### src/rtl/axi_pkg.sv
// Shared AXI4 definitions: response and burst codes plus the responder FSM state types.
package axi_pkg;

  localparam logic [1:0] OKAY   = 2'b00;
  localparam logic [1:0] SLVERR = 2'b10;
  localparam logic [1:0] DECERR = 2'b11;

  localparam logic [1:0] FIXED = 2'b00;
  localparam logic [1:0] INCR  = 2'b01;
  localparam logic [1:0] WRAP  = 2'b10;

  typedef enum logic [1:0] {
    WIdle,
    WData,
    WResp
  } wr_state_t;

  typedef enum logic {
    RIdle,
    RData
  } rd_state_t;

endpackage

### src/rtl/axi_inf.sv
// AXI4 bus bundle; S is the slave-side view, M the master-side view.
interface AXI_INF #(
  parameter int unsigned ID_WIDTH   = 4,
  parameter int unsigned ADDR_WIDTH = 32,
  parameter int unsigned DATA_WIDTH = 32
);
  logic [ID_WIDTH-1:0]     WR_ADDR_ID;
  logic [ADDR_WIDTH-1:0]   WR_ADDR;
  logic [7:0]              WR_ADDR_LEN;
  logic [1:0]              WR_ADDR_BURST;
  logic                    WR_ADDR_VALID;
  logic                    WR_ADDR_READY;
  logic [DATA_WIDTH-1:0]   WR_DATA;
  logic [DATA_WIDTH/8-1:0] WR_STRB;
  logic                    WR_DATA_LAST;
  logic                    WR_DATA_VALID;
  logic                    WR_DATA_READY;
  logic [ID_WIDTH-1:0]     WR_BACK_ID;
  logic [1:0]              WR_BACK_RESP;
  logic                    WR_BACK_VALID;
  logic                    WR_BACK_READY;
  logic [ID_WIDTH-1:0]     RD_ADDR_ID;
  logic [ADDR_WIDTH-1:0]   RD_ADDR;
  logic [7:0]              RD_ADDR_LEN;
  logic [1:0]              RD_ADDR_BURST;
  logic                    RD_ADDR_VALID;
  logic                    RD_ADDR_READY;
  logic [ID_WIDTH-1:0]     RD_DATA_ID;
  logic [DATA_WIDTH-1:0]   RD_DATA;
  logic [1:0]              RD_DATA_RESP;
  logic                    RD_DATA_LAST;
  logic                    RD_DATA_VALID;
  logic                    RD_DATA_READY;

  modport S (
    input  WR_ADDR_ID, WR_ADDR, WR_ADDR_LEN, WR_ADDR_BURST, WR_ADDR_VALID,
    output WR_ADDR_READY,
    input  WR_DATA, WR_STRB, WR_DATA_LAST, WR_DATA_VALID,
    output WR_DATA_READY,
    output WR_BACK_ID, WR_BACK_RESP, WR_BACK_VALID,
    input  WR_BACK_READY,
    input  RD_ADDR_ID, RD_ADDR, RD_ADDR_LEN, RD_ADDR_BURST, RD_ADDR_VALID,
    output RD_ADDR_READY,
    output RD_DATA_ID, RD_DATA, RD_DATA_RESP, RD_DATA_LAST, RD_DATA_VALID,
    input  RD_DATA_READY
  );

  modport M (
    output WR_ADDR_ID, WR_ADDR, WR_ADDR_LEN, WR_ADDR_BURST, WR_ADDR_VALID,
    input  WR_ADDR_READY,
    output WR_DATA, WR_STRB, WR_DATA_LAST, WR_DATA_VALID,
    input  WR_DATA_READY,
    input  WR_BACK_ID, WR_BACK_RESP, WR_BACK_VALID,
    output WR_BACK_READY,
    output RD_ADDR_ID, RD_ADDR, RD_ADDR_LEN, RD_ADDR_BURST, RD_ADDR_VALID,
    input  RD_ADDR_READY,
    input  RD_DATA_ID, RD_DATA, RD_DATA_RESP, RD_DATA_LAST, RD_DATA_VALID,
    output RD_DATA_READY
  );

endinterface

### src/rtl/axi_sat_counter.sv
// Saturating up-counter with synchronous clear taking priority over increment.
module axi_sat_counter #(
  parameter int unsigned WIDTH = 16
) (
  input  logic             clk,
  input  logic             rstn,
  input  logic             inc,
  input  logic             clr,
  output logic [WIDTH-1:0] q
);

  logic [WIDTH-1:0] cnt_q;

  always_ff @(posedge clk or negedge rstn) begin
    if (!rstn) begin
      cnt_q <= '0;
    end else if (clr) begin
      cnt_q <= '0;
    end else if (inc && (cnt_q != '1)) begin
      cnt_q <= cnt_q + WIDTH'(1);
    end
  end

  assign q = cnt_q;

endmodule

### src/rtl/axi_slave_responder.sv
// Terminating AXI4 slave: sinks writes, returns fill data on reads, answers every burst with
// a fixed response and keeps debug counters of the stray accesses.
module axi_slave_responder
  import axi_pkg::*;
#(
  parameter int unsigned ID_WIDTH   = 4,
  parameter int unsigned ADDR_WIDTH = 32,
  parameter int unsigned DATA_WIDTH = 32,
  parameter logic [1:0]  RESP_CODE  = DECERR,
  parameter logic [63:0] RD_FILL    = 64'hDEADBEEF,
  parameter int unsigned CNT_WIDTH  = 16
) (
  input  logic                  clk,
  input  logic                  rstn,
  AXI_INF.S                     AXI_S,
  input  logic                  cnt_clr,
  output logic [CNT_WIDTH-1:0]  wr_err_cnt,
  output logic [CNT_WIDTH-1:0]  rd_err_cnt,
  output logic [ADDR_WIDTH-1:0] last_err_addr,
  output logic                  len_mismatch
);

  localparam logic [DATA_WIDTH-1:0] FillData = DATA_WIDTH'(RD_FILL);

  wr_state_t wr_state_q, wr_state_d;
  rd_state_t rd_state_q, rd_state_d;
  logic                  ready_en_q;
  logic [ID_WIDTH-1:0]   wr_id_q, rd_id_q;
  logic [7:0]            wr_len_q, rd_len_q, rd_cnt_q;
  logic [8:0]            wr_cnt_q;
  logic [ADDR_WIDTH-1:0] last_addr_q;
  logic                  len_mismatch_q;
  logic aw_ready, w_ready, b_valid, ar_ready, r_valid, r_last;
  logic aw_hs, w_hs, b_hs, ar_hs, r_hs;

  assign aw_hs = aw_ready & AXI_S.WR_ADDR_VALID;
  assign w_hs  = w_ready & AXI_S.WR_DATA_VALID;
  assign b_hs  = b_valid & AXI_S.WR_BACK_READY;
  assign ar_hs = ar_ready & AXI_S.RD_ADDR_VALID;
  assign r_hs  = r_valid & AXI_S.RD_DATA_READY;

  // ready_en_q keeps the idle READYs low while reset is (or has just been) asserted.
  always_ff @(posedge clk or negedge rstn) begin
    if (!rstn) begin
      wr_state_q <= WIdle;
      rd_state_q <= RIdle;
      ready_en_q <= 1'b0;
    end else begin
      wr_state_q <= wr_state_d;
      rd_state_q <= rd_state_d;
      ready_en_q <= 1'b1;
    end
  end

  always_comb begin
    wr_state_d = wr_state_q;
    unique case (wr_state_q)
      WIdle:   if (aw_hs) wr_state_d = WData;
      WData:   if (w_hs && AXI_S.WR_DATA_LAST) wr_state_d = WResp;
      WResp:   if (b_hs) wr_state_d = WIdle;
      default: wr_state_d = WIdle;
    endcase
  end

  always_comb begin
    rd_state_d = rd_state_q;
    unique case (rd_state_q)
      RIdle:   if (ar_hs) rd_state_d = RData;
      RData:   if (r_hs && r_last) rd_state_d = RIdle;
      default: rd_state_d = RIdle;
    endcase
  end

  always_comb begin
    aw_ready = 1'b0;
    w_ready  = 1'b0;
    b_valid  = 1'b0;
    ar_ready = 1'b0;
    r_valid  = 1'b0;
    unique case (wr_state_q)
      WIdle:   aw_ready = ready_en_q;
      WData:   w_ready  = 1'b1;
      WResp:   b_valid  = 1'b1;
      default: ;
    endcase
    unique case (rd_state_q)
      RIdle:   ar_ready = ready_en_q;
      RData:   r_valid  = 1'b1;
      default: ;
    endcase
    r_last = r_valid && (rd_cnt_q == rd_len_q);
  end

  // Write beat counter is one bit wider than LEN so a late WLAST cannot alias a match.
  always_ff @(posedge clk or negedge rstn) begin
    if (!rstn) begin
      wr_id_q  <= '0;
      wr_len_q <= '0;
      wr_cnt_q <= '0;
      rd_id_q  <= '0;
      rd_len_q <= '0;
      rd_cnt_q <= '0;
    end else begin
      if (aw_hs) begin
        wr_id_q  <= AXI_S.WR_ADDR_ID;
        wr_len_q <= AXI_S.WR_ADDR_LEN;
        wr_cnt_q <= '0;
      end else if (w_hs) begin
        wr_cnt_q <= wr_cnt_q + 9'd1;
      end
      if (ar_hs) begin
        rd_id_q  <= AXI_S.RD_ADDR_ID;
        rd_len_q <= AXI_S.RD_ADDR_LEN;
        rd_cnt_q <= '0;
      end else if (r_hs && !r_last) begin
        rd_cnt_q <= rd_cnt_q + 8'd1;
      end
    end
  end

  always_ff @(posedge clk or negedge rstn) begin
    if (!rstn) begin
      last_addr_q    <= '0;
      len_mismatch_q <= 1'b0;
    end else if (cnt_clr) begin
      last_addr_q    <= '0;
      len_mismatch_q <= 1'b0;
    end else begin
      if (aw_hs) begin
        last_addr_q <= AXI_S.WR_ADDR;
      end else if (ar_hs) begin
        last_addr_q <= AXI_S.RD_ADDR;
      end
      if (w_hs && AXI_S.WR_DATA_LAST && (wr_cnt_q != {1'b0, wr_len_q})) begin
        len_mismatch_q <= 1'b1;
      end
    end
  end

  axi_sat_counter #(.WIDTH(CNT_WIDTH)) u_wr_cnt (
    .clk  (clk),
    .rstn (rstn),
    .inc  (aw_hs),
    .clr  (cnt_clr),
    .q    (wr_err_cnt)
  );

  axi_sat_counter #(.WIDTH(CNT_WIDTH)) u_rd_cnt (
    .clk  (clk),
    .rstn (rstn),
    .inc  (ar_hs),
    .clr  (cnt_clr),
    .q    (rd_err_cnt)
  );

  assign AXI_S.WR_ADDR_READY = aw_ready;
  assign AXI_S.WR_DATA_READY = w_ready;
  assign AXI_S.WR_BACK_VALID = b_valid;
  assign AXI_S.WR_BACK_ID    = b_valid ? wr_id_q : '0;
  assign AXI_S.WR_BACK_RESP  = b_valid ? RESP_CODE : '0;
  assign AXI_S.RD_ADDR_READY = ar_ready;
  assign AXI_S.RD_DATA_VALID = r_valid;
  assign AXI_S.RD_DATA_ID    = r_valid ? rd_id_q : '0;
  assign AXI_S.RD_DATA       = r_valid ? FillData : '0;
  assign AXI_S.RD_DATA_RESP  = r_valid ? RESP_CODE : '0;
  assign AXI_S.RD_DATA_LAST  = r_last;

  assign last_err_addr = last_addr_q;
  assign len_mismatch  = len_mismatch_q;

  // Payload and burst type are deliberately ignored.
  logic unused_inputs;
  assign unused_inputs = ^{AXI_S.WR_DATA, AXI_S.WR_STRB, AXI_S.WR_ADDR_BURST,
                           AXI_S.RD_ADDR_BURST};

endmodule

### src/flat_wrapper.sv
// flat-port wrapper written by rule: the top's interface ports become plain ports
module axi_slave_responder_flat import axi_pkg::*;
#(
  parameter int unsigned ID_WIDTH   = 4,
  parameter int unsigned ADDR_WIDTH = 32,
  parameter int unsigned DATA_WIDTH = 32,
  parameter logic [1:0]  RESP_CODE  = DECERR,
  parameter logic [63:0] RD_FILL    = 64'hDEADBEEF,
  parameter int unsigned CNT_WIDTH  = 16
)
  (clk, rstn, cnt_clr, wr_err_cnt, rd_err_cnt, last_err_addr, len_mismatch, AXI_S_WR_ADDR_ID, AXI_S_WR_ADDR, AXI_S_WR_ADDR_LEN, AXI_S_WR_ADDR_BURST, AXI_S_WR_ADDR_VALID, AXI_S_WR_ADDR_READY, AXI_S_WR_DATA, AXI_S_WR_STRB, AXI_S_WR_DATA_LAST, AXI_S_WR_DATA_VALID, AXI_S_WR_DATA_READY, AXI_S_WR_BACK_ID, AXI_S_WR_BACK_RESP, AXI_S_WR_BACK_VALID, AXI_S_WR_BACK_READY, AXI_S_RD_ADDR_ID, AXI_S_RD_ADDR, AXI_S_RD_ADDR_LEN, AXI_S_RD_ADDR_BURST, AXI_S_RD_ADDR_VALID, AXI_S_RD_ADDR_READY, AXI_S_RD_DATA_ID, AXI_S_RD_DATA, AXI_S_RD_DATA_RESP, AXI_S_RD_DATA_LAST, AXI_S_RD_DATA_VALID, AXI_S_RD_DATA_READY);
  AXI_INF #(.ID_WIDTH(ID_WIDTH), .ADDR_WIDTH(ADDR_WIDTH), .DATA_WIDTH(DATA_WIDTH)) AXI_S_i ();
  input  logic clk;
  input  logic rstn;
  input  logic cnt_clr;
  output logic [CNT_WIDTH-1:0] wr_err_cnt;
  output logic [CNT_WIDTH-1:0] rd_err_cnt;
  output logic [ADDR_WIDTH-1:0] last_err_addr;
  output logic len_mismatch;
  input wire logic [$bits(AXI_S_i.WR_ADDR_ID)-1:0] AXI_S_WR_ADDR_ID;
  input wire logic [$bits(AXI_S_i.WR_ADDR)-1:0] AXI_S_WR_ADDR;
  input wire logic [$bits(AXI_S_i.WR_ADDR_LEN)-1:0] AXI_S_WR_ADDR_LEN;
  input wire logic [$bits(AXI_S_i.WR_ADDR_BURST)-1:0] AXI_S_WR_ADDR_BURST;
  input wire logic [$bits(AXI_S_i.WR_ADDR_VALID)-1:0] AXI_S_WR_ADDR_VALID;
  output wire logic [$bits(AXI_S_i.WR_ADDR_READY)-1:0] AXI_S_WR_ADDR_READY;
  input wire logic [$bits(AXI_S_i.WR_DATA)-1:0] AXI_S_WR_DATA;
  input wire logic [$bits(AXI_S_i.WR_STRB)-1:0] AXI_S_WR_STRB;
  input wire logic [$bits(AXI_S_i.WR_DATA_LAST)-1:0] AXI_S_WR_DATA_LAST;
  input wire logic [$bits(AXI_S_i.WR_DATA_VALID)-1:0] AXI_S_WR_DATA_VALID;
  output wire logic [$bits(AXI_S_i.WR_DATA_READY)-1:0] AXI_S_WR_DATA_READY;
  output wire logic [$bits(AXI_S_i.WR_BACK_ID)-1:0] AXI_S_WR_BACK_ID;
  output wire logic [$bits(AXI_S_i.WR_BACK_RESP)-1:0] AXI_S_WR_BACK_RESP;
  output wire logic [$bits(AXI_S_i.WR_BACK_VALID)-1:0] AXI_S_WR_BACK_VALID;
  input wire logic [$bits(AXI_S_i.WR_BACK_READY)-1:0] AXI_S_WR_BACK_READY;
  input wire logic [$bits(AXI_S_i.RD_ADDR_ID)-1:0] AXI_S_RD_ADDR_ID;
  input wire logic [$bits(AXI_S_i.RD_ADDR)-1:0] AXI_S_RD_ADDR;
  input wire logic [$bits(AXI_S_i.RD_ADDR_LEN)-1:0] AXI_S_RD_ADDR_LEN;
  input wire logic [$bits(AXI_S_i.RD_ADDR_BURST)-1:0] AXI_S_RD_ADDR_BURST;
  input wire logic [$bits(AXI_S_i.RD_ADDR_VALID)-1:0] AXI_S_RD_ADDR_VALID;
  output wire logic [$bits(AXI_S_i.RD_ADDR_READY)-1:0] AXI_S_RD_ADDR_READY;
  output wire logic [$bits(AXI_S_i.RD_DATA_ID)-1:0] AXI_S_RD_DATA_ID;
  output wire logic [$bits(AXI_S_i.RD_DATA)-1:0] AXI_S_RD_DATA;
  output wire logic [$bits(AXI_S_i.RD_DATA_RESP)-1:0] AXI_S_RD_DATA_RESP;
  output wire logic [$bits(AXI_S_i.RD_DATA_LAST)-1:0] AXI_S_RD_DATA_LAST;
  output wire logic [$bits(AXI_S_i.RD_DATA_VALID)-1:0] AXI_S_RD_DATA_VALID;
  input wire logic [$bits(AXI_S_i.RD_DATA_READY)-1:0] AXI_S_RD_DATA_READY;
  assign AXI_S_i.WR_ADDR_ID = AXI_S_WR_ADDR_ID;
  assign AXI_S_i.WR_ADDR = AXI_S_WR_ADDR;
  assign AXI_S_i.WR_ADDR_LEN = AXI_S_WR_ADDR_LEN;
  assign AXI_S_i.WR_ADDR_BURST = AXI_S_WR_ADDR_BURST;
  assign AXI_S_i.WR_ADDR_VALID = AXI_S_WR_ADDR_VALID;
  assign AXI_S_WR_ADDR_READY = AXI_S_i.WR_ADDR_READY;
  assign AXI_S_i.WR_DATA = AXI_S_WR_DATA;
  assign AXI_S_i.WR_STRB = AXI_S_WR_STRB;
  assign AXI_S_i.WR_DATA_LAST = AXI_S_WR_DATA_LAST;
  assign AXI_S_i.WR_DATA_VALID = AXI_S_WR_DATA_VALID;
  assign AXI_S_WR_DATA_READY = AXI_S_i.WR_DATA_READY;
  assign AXI_S_WR_BACK_ID = AXI_S_i.WR_BACK_ID;
  assign AXI_S_WR_BACK_RESP = AXI_S_i.WR_BACK_RESP;
  assign AXI_S_WR_BACK_VALID = AXI_S_i.WR_BACK_VALID;
  assign AXI_S_i.WR_BACK_READY = AXI_S_WR_BACK_READY;
  assign AXI_S_i.RD_ADDR_ID = AXI_S_RD_ADDR_ID;
  assign AXI_S_i.RD_ADDR = AXI_S_RD_ADDR;
  assign AXI_S_i.RD_ADDR_LEN = AXI_S_RD_ADDR_LEN;
  assign AXI_S_i.RD_ADDR_BURST = AXI_S_RD_ADDR_BURST;
  assign AXI_S_i.RD_ADDR_VALID = AXI_S_RD_ADDR_VALID;
  assign AXI_S_RD_ADDR_READY = AXI_S_i.RD_ADDR_READY;
  assign AXI_S_RD_DATA_ID = AXI_S_i.RD_DATA_ID;
  assign AXI_S_RD_DATA = AXI_S_i.RD_DATA;
  assign AXI_S_RD_DATA_RESP = AXI_S_i.RD_DATA_RESP;
  assign AXI_S_RD_DATA_LAST = AXI_S_i.RD_DATA_LAST;
  assign AXI_S_RD_DATA_VALID = AXI_S_i.RD_DATA_VALID;
  assign AXI_S_i.RD_DATA_READY = AXI_S_RD_DATA_READY;
  axi_slave_responder #(.ID_WIDTH(ID_WIDTH), .ADDR_WIDTH(ADDR_WIDTH), .DATA_WIDTH(DATA_WIDTH), .RESP_CODE(RESP_CODE), .RD_FILL(RD_FILL), .CNT_WIDTH(CNT_WIDTH)) u_core (.clk(clk), .rstn(rstn), .AXI_S(AXI_S_i), .cnt_clr(cnt_clr), .wr_err_cnt(wr_err_cnt), .rd_err_cnt(rd_err_cnt), .last_err_addr(last_err_addr), .len_mismatch(len_mismatch));
endmodule
### config.mk
export PLATFORM = sky130hd
export DESIGN_NAME = axi_slave_responder_flat
export DESIGN_NICKNAME = d
export VERILOG_FILES = /design/src/rtl/axi_pkg.sv /design/src/rtl/axi_inf.sv /design/src/rtl/axi_sat_counter.sv /design/src/rtl/axi_slave_responder.sv /design/src/flat_wrapper.sv
export SDC_FILE = /design/constraint.sdc
export NUM_CORES = 1
export LEC_CHECK = 0
export CORE_ASPECT_RATIO = 0.5
export CORE_MARGIN = 2
export CORE_UTILIZATION = 47
export DETAILED_ROUTE_END_ITERATION = 6
export PLACE_DENSITY = 0.95
export SLEW_MARGIN = 20
export SYNTH_ARGS = -nofsm -noshare
export SYNTH_HDL_FRONTEND = slang
export SYNTH_SLANG_ARGS = --single-unit
### constraint.sdc
create_clock -name clk -period 4.08 [get_ports clk]
set_input_delay 1.224 -clock clk [delete_from_list [all_inputs] [get_ports clk]]
set_output_delay 1.224 -clock clk [all_outputs]
set_load 0.005 [all_outputs]
# Word level (Yosys, flattened, before mapping)

Index checks and enable logic that the tools add are counted.

Add/sub/neg operators: 4
Equal/unequal tests: 9
Multiplexer cells: 30
Bitwise logic cells: 6
Reduce and logical (&&, ||, !) cells: 16

Operators by type and width:

| cell                    | number |
|---|---|
| $mux W32                | 4 |
| $mux W16                | 4 |
| $add A16 B1 Y16 const B | 2 |
| $ne A16 B16 Y1 const B  | 2 |
| $mux W9                 | 2 |
| $mux W8                 | 2 |
| $mux W2                 | 5 |
| $reduce_bool A2 Y1      | 5 |
| $add A9 B1 Y9 const B   | 1 |
| $mux W1                 | 9 |
| $ne A9 B8 Y1            | 1 |
| $add A8 B1 Y8 const B   | 1 |
| $eq A8 B8 Y1            | 1 |
| $mux W4                 | 2 |
| $logic_and A1 B1 Y1     | 7 |
| $pmux W2 S3             | 1 |
| $and A1 B1 Y1           | 5 |
| $ne A2 B1 Y1 const B    | 2 |
| $reduce_and A3 Y1       | 1 |
| $reduce_bool A3 Y1      | 1 |
| $eq A2 B1 Y1 const B    | 1 |
| $eq A2 B2 Y1 const B    | 1 |
| $logic_not A2 Y1        | 1 |
| $ne A2 B2 Y1 const B    | 1 |
| other kinds (3)         | 3 |

Flip-flop bits (word level): 110
Bits of input ports: 137
Output and inout port bits: 115
Word-level logic and storage cells: 78

# Depth between registers and ports, before layout

Depth in word-level cells: 7
Mapped depth: 6
Mapped depth without buffers: 5

# Modules after synthesis

Synthesis repeated with hierarchy kept, for this count alone.

Cells, all modules: 633
Area, all modules: 6139.6 um^2

By module, submodules not included:

| module              | instances | cells each | area an instance (um^2) | seq. area each (um^2) |
|---|---|---|---|---|
| axi_slave_responder | 1         | 437        | 4255.3                  | 1951.9 |
| axi_sat_counter     | 2         | 98         | 942.2                   | 400.4 |

# Least setup slack after synthesis

No wires, ideal clock.

Path type: register to output
From: register u_core.rd_cnt_q[4]
To: output AXI_S_RD_DATA_LAST
Arrival: 1275 ps
Data required time: 2856 ps
Setup slack: 1581 ps
Cell stages (with the launch flop): 5
Path buffers: 1
Cell sequence: dfrtp_1 -> buf_2 -> xor2_1 -> nor4_4 -> and3_1

Word-level cells in the longest chain between the ends: 2

Ends and longest elaborated chain:

| what                   | RTL line                   | RTL |
|---|---|---|
| from (decl)            | axi_slave_responder.sv:29  | `logic [7:0] wr_len_q, rd_len_q, rd_cnt_q;` |
| from (signal assigned) | axi_slave_responder.sv:116 | `rd_cnt_q <= rd_cnt_q + 8'd1;` |
| $eq A8 B8 Y1           | axi_slave_responder.sv:91  | `r_last = r_valid && (rd_cnt_q == rd_len_q);` |
| $logic_and A1 B1 Y1    | axi_slave_responder.sv:91  |  |
| to (decl)              | flat_wrapper.sv:44         | `output wire logic [$bits(AXI_S_i.RD_DATA_LAST)-1:0] AXI_S_RD_DATA_LAST;` |

Every way passes these cells.

# Worst setup path in the final report

From: register u_core.rd_cnt_q[5]
To: output AXI_S_RD_DATA_LAST

The elaborated chain is that of the path after synthesis.

==> reports/metrics.cfg <==
[layout]
postLayoutCoreUtil_pct = 67.4
fin_nets = 949
layout-drive-gt1-share_pct = 5.29
finalNonFillerCells = 978
n_fill_cell = 911
area_growth_pct = 37.2
multi_input_area_um2 = 2770
seq_area_um2 = 2750
diodes = 0

[timing]
setup-violations-final = 0
grt_setup_unrepaired = no
max_slew_margin_pct = 48.4
period_share_pct = 85.7
hold_viol = 0
worst_pin_slew_ns = 0.773
clock.fmax_mhz = 286
fin_crit_ns = 3.50
finClkSkew_ns = 0.00871
hold_ws_ns = 0.480
fin_tns_setup_ns = 0
drv_slew = 0

[routing]
dr.first_iter.drc_count = 389
vias = 5471
viasPerCell = 5.59
dr.pass1.iters = 5
wire_per_inst_um = 16.7
ant_nets = 0
drc = 0
routed_wirelength_um = 16400

[logic_synthesis]
synth-edff-count = 0
ys_seq_area_share_pct = 46.5
synth_cell_type_count = 54
avgSynthCellArea_um2 = 9.13
yosys_most_used_dff = dfrtp_1
yosys_warnings = 0
synthesis.area_um2 = 5920
synthCells = 648
synthArstFlopShare_pct = 100
ys_seq_elements = 110

[critical_path]
r2r-start = u_core.rd_state_q$_DFF_PN0_
cp.required_ns = 2.86
cp.arrival_ns = 2.27
cp-startpoint = u_core.rd_cnt_q[5]$_DFFE_PN0P_
cpMaxStageDelayCell = nor4_4
cp_slowest_stage_delay_ns = 0.52
cp_max_fo = 8
rr_worst_depth = 5
critPathKind = reg -> out
end_kind = output pin
crit_chain = xor2_1 > nor4_4 > and3_1 > clkdlybuf4s50_1
crit_path_start_kind = flip-flop

[global_route]
grt_remaining_overflow = 0
grt_pass1_wl_um = 26800
antenna_found_initial = 0
grt_pass1_vias = 5267
track_usage_pct = 24.5
grt_max_degree = 63

[placed_design]
place_hpwl_um = 11800
placed_cells = 962
routabilityCongestion = 0.883
portBuffers = 203

[floorplan]
die_h_um = 83.4
fp.dieArea_um2 = 13600
row_count = 28
initial_utilization_pct = 49.1
fp.dieW_um = 163
io_pins = 252
core_area_um2 = 12100

[clocking]
clkLatencyLatePin_ns = 0.35
cts_max_level = 3
path_clk_slew_ns = 0.07
clockBufferDepth = 2
cts_buffers = 9
cts_resized = 0
post-cts-setup-buffers = 0
cts-root-buf = clkbuf_16
cts.sinks = 110
cts_tree = done
ctsHoldBuffers = 0

[flow_run]
cap_viol_max_count = 0

[power_and_ir_drop]
pwr-share-clk_pct = 22.3
pwr-share-comb_pct = 37.0
ir_drop_mv = 0.289
switching_share_pct = 32.9
internal-power_mw = 2.48
powerDensity_nw_per_um2 = 456
p_sw_mw = 1.22
p_seq_share_pct = 40.7
power.leakage_nw = 3.44

[status]
status = finished, final reports clean

[hold_path]
hp-start = u_core.wr_id_q[2]$_DFFE_PN0P_
min_path_cells = 2
hp-class = reg -> reg

## cells by family after synthesis
| kind of cell | after synthesis | synth area share (%) |
|---|---|---|
| compound gates | 97 | 12.3 |
| xor+xnor | 25 | 3.70 |
| fa+ha+maj | 4 | 0.846 |
| buf+inv | 77 | 7.44 |
| flops | 110 | 46.5 |
| mux | 14 | 2.45 |
| other cells | 2 | 0.127 |
| simple gates | 319 | 26.6 |
## area by class of cell
class	instances	share of cell area [%]
multi-input cells	468	34.1
flip-flops and latches	110	33.9
inverters	7	0.324
well taps	165	2.54
repair buffers	212	25.8
clock inverters	6	0.555
clock buffers	10	2.82
## metal layers
layer | GRT usage [%] | share of wire [%] | vias up
met3 | 5.24 | 6.4 | 44
met5 | 0 | 0 | -
met2 | 41.9 | 50 | 267
met1 | 30.6 | 40 | 2618
li1 | - | - | 2542
met4 | 9.25 | 3.2 | 0
## cells in the mapped netlist, drive strengths merged, types with 4 or more instances
cell    count  area (um2)
o31ai       9        67.6
nand2     169         634
nor4        8         110
and4        5        46.3
a311oi     34         298
buf        50         339
nand4      17         151
a21oi      22         114
and2       10        62.6
or3         5        31.3
nor3       10        55.1
mux2i      10         100
dfrtp     110        2750
ha          4        50.1
and3        6        37.5
clkbuf     20        75.1
or4         9        67.6
nand3      15        75.1
nor2       50         190
inv         7        26.3
mux2        4        45.0
nor2b       7        43.8
o21ai       7        35.0
xor2       22         193
## through the flow
step                area, um2  setup WS [ns]  total power, mW
floorplan                5950           1.58             2.31
global placement         7850          0.976             2.83
detailed placement       7850          0.906             2.90
CTS                      8120          0.568             3.73
global route             8120          0.465             3.93
finish                   8120          0.582             3.70
## cell usage in the layout (no fill, tap or decap), types with 6 or more instances in the layout
| cell | n |
|---|---|
| a21oi_1 | 21 |
| inv_1 | 7 |
| a311oi_1 | 34 |
| nor3_1 | 9 |
| or4_1 | 9 |
| dfrtp_1 | 110 |
| o21ai_0 | 7 |
| clkbuf_16 | 9 |
| and3_1 | 6 |
| clkdlybuf4s50_1 | 201 |
| xor2_1 | 22 |
| conb_1 | 9 |
| nand2_1 | 169 |
| nand4_1 | 14 |
| nand3_1 | 15 |
| and2_1 | 10 |
| nor2b_1 | 7 |
| mux2i_1 | 10 |
| nor2_1 | 49 |
| o31ai_1 | 9 |
| buf_4 | 10 |
## sequential cells by signal (all words and copies together), names as in the netlist
| signal | cells |
|---|---|
| u_core.rd_id_q | 4 |
| u_core.rd_state_q | 1 |
| u_core.rd_len_q | 8 |
| u_core.wr_len_q | 8 |
| u_core.last_err_addr | 32 |
| u_core.wr_cnt_q | 9 |
| u_core.wr_state_q | 2 |
| u_core.ready_en_q | 1 |
| u_core.wr_id_q | 4 |
| u_core.rd_cnt_q | 8 |
| u_core.len_mismatch | 1 |
| u_core.u_wr_cnt.q | 16 |
| u_core.u_rd_cnt.q | 16 |
## power groups by stage
| stage | clock network (mW) | logic (mW) | registers (mW) |
|---|---|---|---|
| after floorplan | 0 | 0.806 | 1.50 |
| after global placement | 0 | 1.32 | 1.50 |
| after detailed placement | 0 | 1.38 | 1.52 |
| after CTS | 0.841 | 1.38 | 1.51 |
| after global routing | 0.882 | 1.51 | 1.54 |
| final | 0.827 | 1.37 | 1.51 |
## path summary, 6_finish.rpt
| path | end | slack, ns |
|---|---|---|
| hold / removal | u_core.wr_id_q[2]$_DFFE_PN0P_ | 0.48 |
| max in group asynchronous | u_core.last_err_addr[21]$_DFFE_PN0P_ | 2.36 |
| setup reg to reg | u_core.last_err_addr[3]$_DFFE_PN0P_ | 2.03 |
| setup / recovery | AXI_S_RD_DATA_LAST | 0.58 |
| hold reg to reg | u_core.wr_id_q[2]$_DFFE_PN0P_ | 0.48 |
| min in group asynchronous | u_core.last_err_addr[0]$_DFFE_PN0P_ | 0.94 |
## critical path: cells and delay by family, from the launching register on
kind	cells	cell delay (ns)
XOR/XNOR	1	0.21
buffers and inverters	1	0.51
flip-flops	1	0.44
AND/OR/NAND/NOR	2	0.76
No activity file was read; power rests on OpenSTA's default activity.
